[src/rtl/pcfx_bkram_ctrl.sv]
// Backup-RAM image sequencer: moves whole 512-byte sectors between the HPS
// sector interface and the internal backup RAM. Handles auto-load on mount,
// OSD load/save requests, and the ack timeout.
module pcfx_bkram_ctrl #(
  parameter int BK_SECTORS  = 64,
  parameter int AW          = 14,
  parameter int ACK_TIMEOUT = 2**24
) (
  input  logic          clk_sys,
  input  logic          reset_n,
  input  logic          img_mounted,
  input  logic          img_readonly,
  input  logic [63:0]   img_size,
  input  logic          bk_load,
  input  logic          bk_save,
  output logic [31:0]   sd_lba,
  output logic          sd_rd,
  output logic          sd_wr,
  input  logic          sd_ack,
  input  logic [7:0]    sd_buff_addr,
  input  logic [15:0]   sd_buff_dout,
  input  logic          sd_buff_wr,
  output logic [15:0]   sd_buff_din,
  output logic [AW-1:0] ram_addr,
  output logic [15:0]   ram_wdata,
  output logic          ram_we,
  input  logic [15:0]   ram_rdata,
  output logic          bk_ena,
  output logic          busy,
  output logic          done,
  output logic          err
);
  localparam int SW = AW - 8;          // sector index width
  localparam int NW = SW + 1;          // sector count width (holds BK_SECTORS)
  localparam int TW = $clog2(ACK_TIMEOUT + 1);
  localparam logic [54:0]   BK_SEC   = 55'(BK_SECTORS);
  localparam logic [NW-1:0] BK_SEC_N = NW'(BK_SECTORS);
  localparam logic [TW-1:0] T_LAST   = TW'(ACK_TIMEOUT - 1);

  typedef enum logic [1:0] {S_IDLE, S_REQ, S_XFER, S_NEXT} state_t;

  state_t          r_state, w_nxt;
  logic            r_mounted, r_ro, r_auto, r_dir, r_done, r_err;
  logic            r_load_d, r_save_d, r_we;
  logic [NW-1:0]   r_nsec;
  logic [SW-1:0]   r_sec;
  logic [TW-1:0]   r_timer;
  logic [AW-1:0]   r_waddr;
  logic [15:0]     r_wdata;

  logic            w_busy, w_big, w_load_edge, w_save_edge;
  logic            w_start, w_start_dir, w_take_auto, w_timeout, w_fin, w_adv;
  logic [NW-1:0]   w_nsec, w_sec_inc;

  assign w_busy      = (r_state != S_IDLE);
  assign w_big       = (img_size >= 64'd512);
  // Images larger than the backup RAM are clipped to BK_SECTORS.
  assign w_nsec      = (img_size[63:9] >= BK_SEC) ? BK_SEC_N : img_size[9+NW-1:9];
  assign w_load_edge = bk_load & ~r_load_d;
  assign w_save_edge = bk_save & ~r_save_d;
  assign w_sec_inc   = {1'b0, r_sec} + NW'(1);

  // Next-state logic: request arbitration in IDLE, ack handshake and timeout
  always_comb begin
    w_nxt       = r_state;
    w_start     = 1'b0;
    w_start_dir = 1'b0;
    w_take_auto = 1'b0;
    w_timeout   = 1'b0;
    w_fin       = 1'b0;
    w_adv       = 1'b0;
    case (r_state)
      S_IDLE: begin
        if (r_auto) begin
          w_start     = 1'b1;
          w_take_auto = 1'b1;
        end else if (w_load_edge && r_mounted) begin
          w_start = 1'b1;
        end else if (w_save_edge && r_mounted && !r_ro) begin
          w_start     = 1'b1;
          w_start_dir = 1'b1;
        end
        if (w_start) w_nxt = S_REQ;
      end
      S_REQ: begin
        if (sd_ack) begin
          w_nxt = S_XFER;
        end else if (r_timer == T_LAST) begin
          w_nxt     = S_IDLE;
          w_timeout = 1'b1;
        end
      end
      // XFER is entered with sd_ack high, so a low level marks its falling edge
      S_XFER: if (!sd_ack) w_nxt = S_NEXT;
      S_NEXT: begin
        if (w_sec_inc == r_nsec) begin
          w_nxt = S_IDLE;
          w_fin = 1'b1;
        end else begin
          w_nxt = S_REQ;
          w_adv = 1'b1;
        end
      end
      default: w_nxt = S_IDLE;
    endcase
  end

  // State register
  always_ff @(posedge clk_sys or negedge reset_n) begin
    if (!reset_n) r_state <= S_IDLE;
    else          r_state <= w_nxt;
  end

  // Mount tracking, pending auto-load, error flag and request edge detectors
  always_ff @(posedge clk_sys or negedge reset_n) begin
    if (!reset_n) begin
      r_mounted <= 1'b0;
      r_ro      <= 1'b0;
      r_nsec    <= '0;
      r_auto    <= 1'b0;
      r_err     <= 1'b0;
      r_load_d  <= 1'b0;
      r_save_d  <= 1'b0;
    end else begin
      r_load_d <= bk_load;
      r_save_d <= bk_save;
      if (img_mounted) begin
        r_mounted <= w_big;
        r_ro      <= img_readonly;
        r_nsec    <= w_nsec;
        r_auto    <= w_big;     // an unmount discards any pending auto-load
        r_err     <= 1'b0;
      end else begin
        if (w_take_auto) r_auto <= 1'b0;
        if (w_timeout)   r_err  <= 1'b1;
      end
    end
  end

  // Sector counter, direction, ack timer and completion pulse
  always_ff @(posedge clk_sys or negedge reset_n) begin
    if (!reset_n) begin
      r_sec   <= '0;
      r_dir   <= 1'b0;
      r_timer <= '0;
      r_done  <= 1'b0;
    end else begin
      r_done <= w_fin;
      if (w_start) begin
        r_sec <= '0;
        r_dir <= w_start_dir;
      end else if (w_adv) begin
        r_sec <= r_sec + SW'(1);
      end
      if (w_start || w_adv)     r_timer <= '0;
      else if (r_state == S_REQ) r_timer <= r_timer + TW'(1);
    end
  end

  // Load path: one registered RAM write per HPS buffer strobe
  always_ff @(posedge clk_sys or negedge reset_n) begin
    if (!reset_n) begin
      r_we    <= 1'b0;
      r_waddr <= '0;
      r_wdata <= '0;
    end else begin
      r_we <= w_busy & ~r_dir & sd_ack & sd_buff_wr;
      if (sd_buff_wr) begin
        r_waddr <= {r_sec, sd_buff_addr};
        r_wdata <= sd_buff_dout;
      end
    end
  end

  assign busy        = w_busy;
  assign done        = r_done;
  assign err         = r_err;
  assign bk_ena      = r_mounted;
  assign sd_lba      = w_busy ? 32'(r_sec) : 32'd0;
  assign sd_rd       = (r_state == S_REQ) & ~r_dir;
  assign sd_wr       = (r_state == S_REQ) & r_dir;
  assign ram_we      = r_we;
  assign ram_wdata   = r_wdata;
  // Save path: HPS buffer index drives the RAM address directly, and the
  // 1-cycle RAM latency lines up with the HPS buffer read timing.
  assign ram_addr    = r_we ? r_waddr : (w_busy & r_dir) ? {r_sec, sd_buff_addr} : '0;
  assign sd_buff_din = (w_busy & r_dir) ? ram_rdata : 16'h0000;
endmodule

[config.mk]
export PLATFORM = sky130hd
export DESIGN_NAME = pcfx_bkram_ctrl
export DESIGN_NICKNAME = d
export VERILOG_FILES = /design/src/rtl/pcfx_bkram_ctrl.sv
export SDC_FILE = /design/constraint.sdc
export NUM_CORES = 1
export LEC_CHECK = 0
export CAP_MARGIN = 20
export CORE_ASPECT_RATIO = 0.9
export CORE_MARGIN = 8
export CORE_UTILIZATION = 42
export DETAILED_ROUTE_END_ITERATION = 7
export PLACE_DENSITY_LB_ADDON = 0.2
export REMOVE_ABC_BUFFERS = 1
export SLEW_MARGIN = 10
export SYNTH_ARGS = -nofsm -noshare
export SYNTH_HDL_FRONTEND = slang
export SYNTH_SLANG_ARGS = --single-unit
[constraint.sdc]
create_clock -name clk_sys -period 2.5 [get_ports clk_sys]
set_input_delay 0.5 -clock clk_sys [delete_from_list [all_inputs] [get_ports clk_sys]]
set_output_delay 0.5 -clock clk_sys [all_outputs]
set_load 0.005 [all_outputs]
Word level (Yosys, flattened, before mapping). Index checks and enable logic that the tools add are counted.

Magnitude comparators: 2. Equality and inequality tests: 8. Add/sub/neg operators: 3. Reductions and logical operators: 12. Multiplexer cells: 36. Bitwise gates (word level): 11.

Operator list (number): 64-bit by 10-bit greater-or-equal comparator with 1-bit output (second input constant) (1); 55-bit by 7-bit greater-or-equal comparator with 1-bit output (second input constant) (1); 25-bit 2-to-1 mux (2); 14-bit 2-to-1 mux (2); 25-bit by 1-bit adder with 25-bit output (second input constant) (1); 25-bit by 24-bit equality test with 1-bit output (second input constant) (1); 1-bit 2-to-1 mux (22); 6-bit 2-to-1 mux (3); 16-bit 2-to-1 mux (1); 2-bit nonzero test (5); 1-bit bitwise AND (8); 2-bit 2-to-1 mux (4); 2-bit one-hot mux with 4 select lines (1); 6-bit by 1-bit adder with 7-bit output (second input constant) (1); 7-bit equality test (1); 7-bit 2-to-1 mux (1); 6-bit by 1-bit adder with 6-bit output (second input constant) (1); 2-bit equality test (second input constant) (2); 1-bit logical AND (3); 3-bit != test (second input constant) (1); 1-bit inverter (3); 3-bit AND reduction (1); 2-bit by 1-bit equality test with 1-bit output (second input constant) (1); 2-bit logical NOT (1); other kinds (4) (4).

Bits of input ports: 112. Word-level logic and storage cells: 87. Output and inout bits: 85. Register bits: 79.

Logic depth before layout (Yosys ltp).
Word-level depth: 11. Depth in mapped cells: 7. Gate-level depth less buffers: 6.

Least setup slack after synthesis. No wires, ideal clock.

Kind: register -> register. Start point: register r_sec[0]. End point: register r_timer[15]. Required time: 2.363 ns. Arrival time: 1.924 ns. Buffers on the path: 1. Clock period less this slack: 2.061 ns. Library setup time: 0.137 ns. Path slack: 0.439 ns. Stages on the path, launching flop included: 8. Cell sequence: dfrtp_1 -> ha_1 -> nand3_1 -> and3b_1 -> o311a_1 -> a21oi_4 -> buf_2 -> nor3_1.

Longest elaborated chain between the ends: 6. Elaborated cells between the ends (all ways): 7. Classes of those cells: 1 x add/sub; 1 x eq/ne; 3 x mux; 2 x reduce/logical.

RTL lines: start: declaration (line 46) `logic [SW-1:0] r_sec;`; start signal: assignment (line 153) `r_sec <= r_sec + SW'(1);`; 6-bit by 1-bit adder with 7-bit output * (line 61) `assign w_sec_inc = {1'b0, r_sec} + NW'(1);`; 7-bit equality test * (line 96) `if (w_sec_inc == r_nsec) begin`; 1-bit 2-to-1 mux * (line 96); 1-bit 2-to-1 mux * (line 72) `case (r_state)`; 1-bit logical OR * (line 155) `if (w_start || w_adv) r_timer <= '0;`; 25-bit 2-to-1 mux / 2-bit nonzero test (equally long branches); end signal: assignment (line 156) `else if (r_state == S_REQ) r_timer <= r_timer + TW'(1);`; end: declaration (line 47) `logic [TW-1:0] r_timer;`.

Every way passes the cells marked *; elsewhere a longest branch is shown, timed or not. A chain may end at the register's enable or synchronous reset.

==> results.md <==
- Largest area contributor in the netlist: dfrtp_1
- Unrepaired setup endpoints after global routing: false
- CTS tree: yes
- Max cap viols: 0
- Setup slack at placement: 0.205 ns
- Count of cell types in the netlist: 46
- Placed cell count: 721
- Pin count of the biggest net entering global routing: 48
- Synth top area share: 0.460
- Initial antenna violation count: 0
- Final Hold Fails: 0
- Vias in the first global route: 3,706
- Worst Skew: 0.00790 ns
- Critical path type: register to primary output
- Post-route ant nets: 0
- Synth Flop Type: dfrtp_1
- First-pass GRT wire length: 18,300 um
- Post-layout worst setup margin: 0.0942 ns
- Least-Margin Pin Slew: 0.655 ns
- Worst skew pair latency: 0.33 ns
- Max Root-Sink Buffers: 2
- Slew headroom: 0.558
- DRC Markers: 0
- CTS clock-pin slew for the worst setup and hold paths: 0.06 ns
- Drt wl/cell: 15.5 um
- Minimum clock period: 2.41 ns
- Number of buffers created by CTS: 9
- Setup violators final: 0
- Yosys warns: 0
- GPL Wtd Cong: 0.821
- HP Class: input pin to asynchronous set/reset pin
- Mean Syn Cell Area: 9.73 sq um
- Synth async-reset ratio: 1.00
- Mapped Cells: 442
- Hpwl dp: 8970 um
- Max-slew violation count: 0
- DRT iter0 DRCs: 170
- Initial core utilization: 0.425
- Vias per cell: 4.99
- Area growth syn-to-layout: 47.6%
- Post-Syn Area: 4300 sq um
- Die W: 123 um
- Buffers on Ports: 161
- Die Ht: 112 um
- H-tree depth: 3
- LEAKAGE: 2.61 nW
- Overflow after GRT: 0
- Final #Nets: 721
- FP Rows: 35
- Max frequency: 416 MHz
- Multi-input gate area in the final layout: 2080 sq um
- Startpoint types: register
- CP required: 2.00 ns
- Yosys reg bits: 79
- Status: finished clean
- Register Area: 1980 sq um
- Core region area: 10,100 sq um
- Finished Layout Cells: 740
- Via count: 3,692
- Synth top area cells: dfrtp_1 (46%), mux2_2 (8.1%), buf_4 (4.5%)
- Drt total wl: 11,500 um
- Peak supply drop: 0.409 mV
- Total GRT Usage: 0.165
- Pwr dens: 656 nW/um^2
- Post-synth EDFFs: 0
- Antenna diodes: 0
- Root Buffer: clkbuf_16
- Final worst path period share: 0.962
- Top Ports: 197
- Arrival time worst endpoint: 1.91 ns
- Setup TNS: 0 ns
- Share of layout cells above drive strength 1: 0.121
- CP max FO: 30
- Clock sinks: 79
- Die area: 13,700 sq um
- Fillers: 879
- CP endpoint kind: primary output
- 1st-pass router iterations: 4
- Sequential fraction of the synthesis area: 0.460
[cells in the final DEF (no fill, tap or decap), drive strengths merged, types with 2 or more instances in the layout]
master / n
clkdlybuf4s50: 159
dfrtp: 79
nand2: 45
nor3: 36
mux2: 31
conb: 26
o21ai: 25
nand3: 20
and2: 18
xnor2: 18
nor4: 18
buf: 18
inv: 14
nor2: 12
xor2: 12
nand4: 11
clkbuf: 9
nor2b: 9
mux2i: 7
a21oi: 6
nand2b: 4
or3: 3
and4: 3
clkinv: 3
nand4b: 2
a31oi: 2
a31o: 2
and3: 2
ha: 2
[worst paths after layout]
path,start,to,slack [ns],cells after the start
worst min-delay path,reset_n,r_timer[17],0.11,1
worst min register to register,r_waddr[4],r_waddr[4],0.50,1
worst max register to register,r_sec[0],r_sec[5],0.38,6
worst max-delay path,register,ram_addr[10],0.09,6
max in group asynchronous,reset_n,asynchronous set/reset pin,1.79,2
min in group clk_sys,r_waddr[4],r_waddr[4],0.50,1
[repair_timing]
| action | CTS | global route |
|---|---|---|
| hold endpoints to repair | 0 | 0 |
| endpoints found under the setup margin | 7 | 14 |
| pin swaps | 0 | 0 |
| hold buffers | 0 | 0 |
| setup buffers | 2 | 2 |
| gates cloned | 0 | 0 |
| gates resized for setup | 2 | 1 |
[registers in the layout (all words and copies together), names as in the netlist, 6 cells and up, named ones only]
| name | cells |
|---|---|
| ram_wdata | 16 |
| r_waddr | 14 |
| r_timer | 25 |
| r_nsec | 7 |
| r_sec | 6 |
[worst max-delay path, stage by stage, from the launching register on]
cell and delay [ns]:
dfrtp_2 0.38, nor2_1 0.07, nor2b_2 0.16, buf_12 0.18
nand2_1 0.06, o21ai_0 0.16, clkdlybuf4s50_1 0.57
[metrics by stage]
stage,instance area (sq um),hold WS [ns],utilization,power (mW)
floorplan,4110,0.204,-,2.07
global placement,6030,0.467,0.596,2.85
detailed placement,6030,0.477,0.596,2.88
CTS,6330,0.120,0.626,4.19
global route,6350,0.146,0.627,4.38
finish,6350,0.111,0.627,4.16
[metal layers]
layer,GRT usage,wire (um)
met4,0.0414,112
met5,0,0
met3,0.0587,1060
met1,0.195,4790
met2,0.277,5540
[Yosys cell counts, drive strengths merged, types with 3 or more instances]
library cell   n
mux2i          7
nor2          12
buf           35
xnor2         18
nor4          18
mux2          31
nand3         20
nor3          36
o21ai         25
nand2         45
dfrtp         79
nand4         11
clkbuf        14
xor2          12
nor2b          9
nand2b         4
a21oi          6
inv           13
and4           3
or3            3
and2          18
[cell families after synthesis]
kind of cell,Yosys count,share of synthesized area
xor gates and xnor gates,30,0.0611
and+or+nand+nor,187,0.233
DFF,79,0.460
AOI/OAI and AO/OA,43,0.0631
muxes,38,0.0975
adders and majority gates,2,0.00582
buffers and inverters,62,0.0786
other,1,0.000872
[layout make-up]
type | instances | area share
inverters | 13 | 0.00769
multi-input cells | 326 | 0.328
clock buffers | 9 | 0.0355
repair buffers | 178 | 0.282
well taps | 129 | 0.0254
clock inverters | 6 | 0.00966
flip-flops and latches | 79 | 0.312
[power by group]
group	leakage [nW]	internal [mW]	switching [mW]	total [mW]
logic	1.45	0.761	0.653	1.41
registers	1.02	1.40	0.0819	1.48
clock network	0.141	0.765	0.501	1.27
total	2.61	2.93	1.24	4.16
No activity file was read; power rests on OpenSTA's default activity.
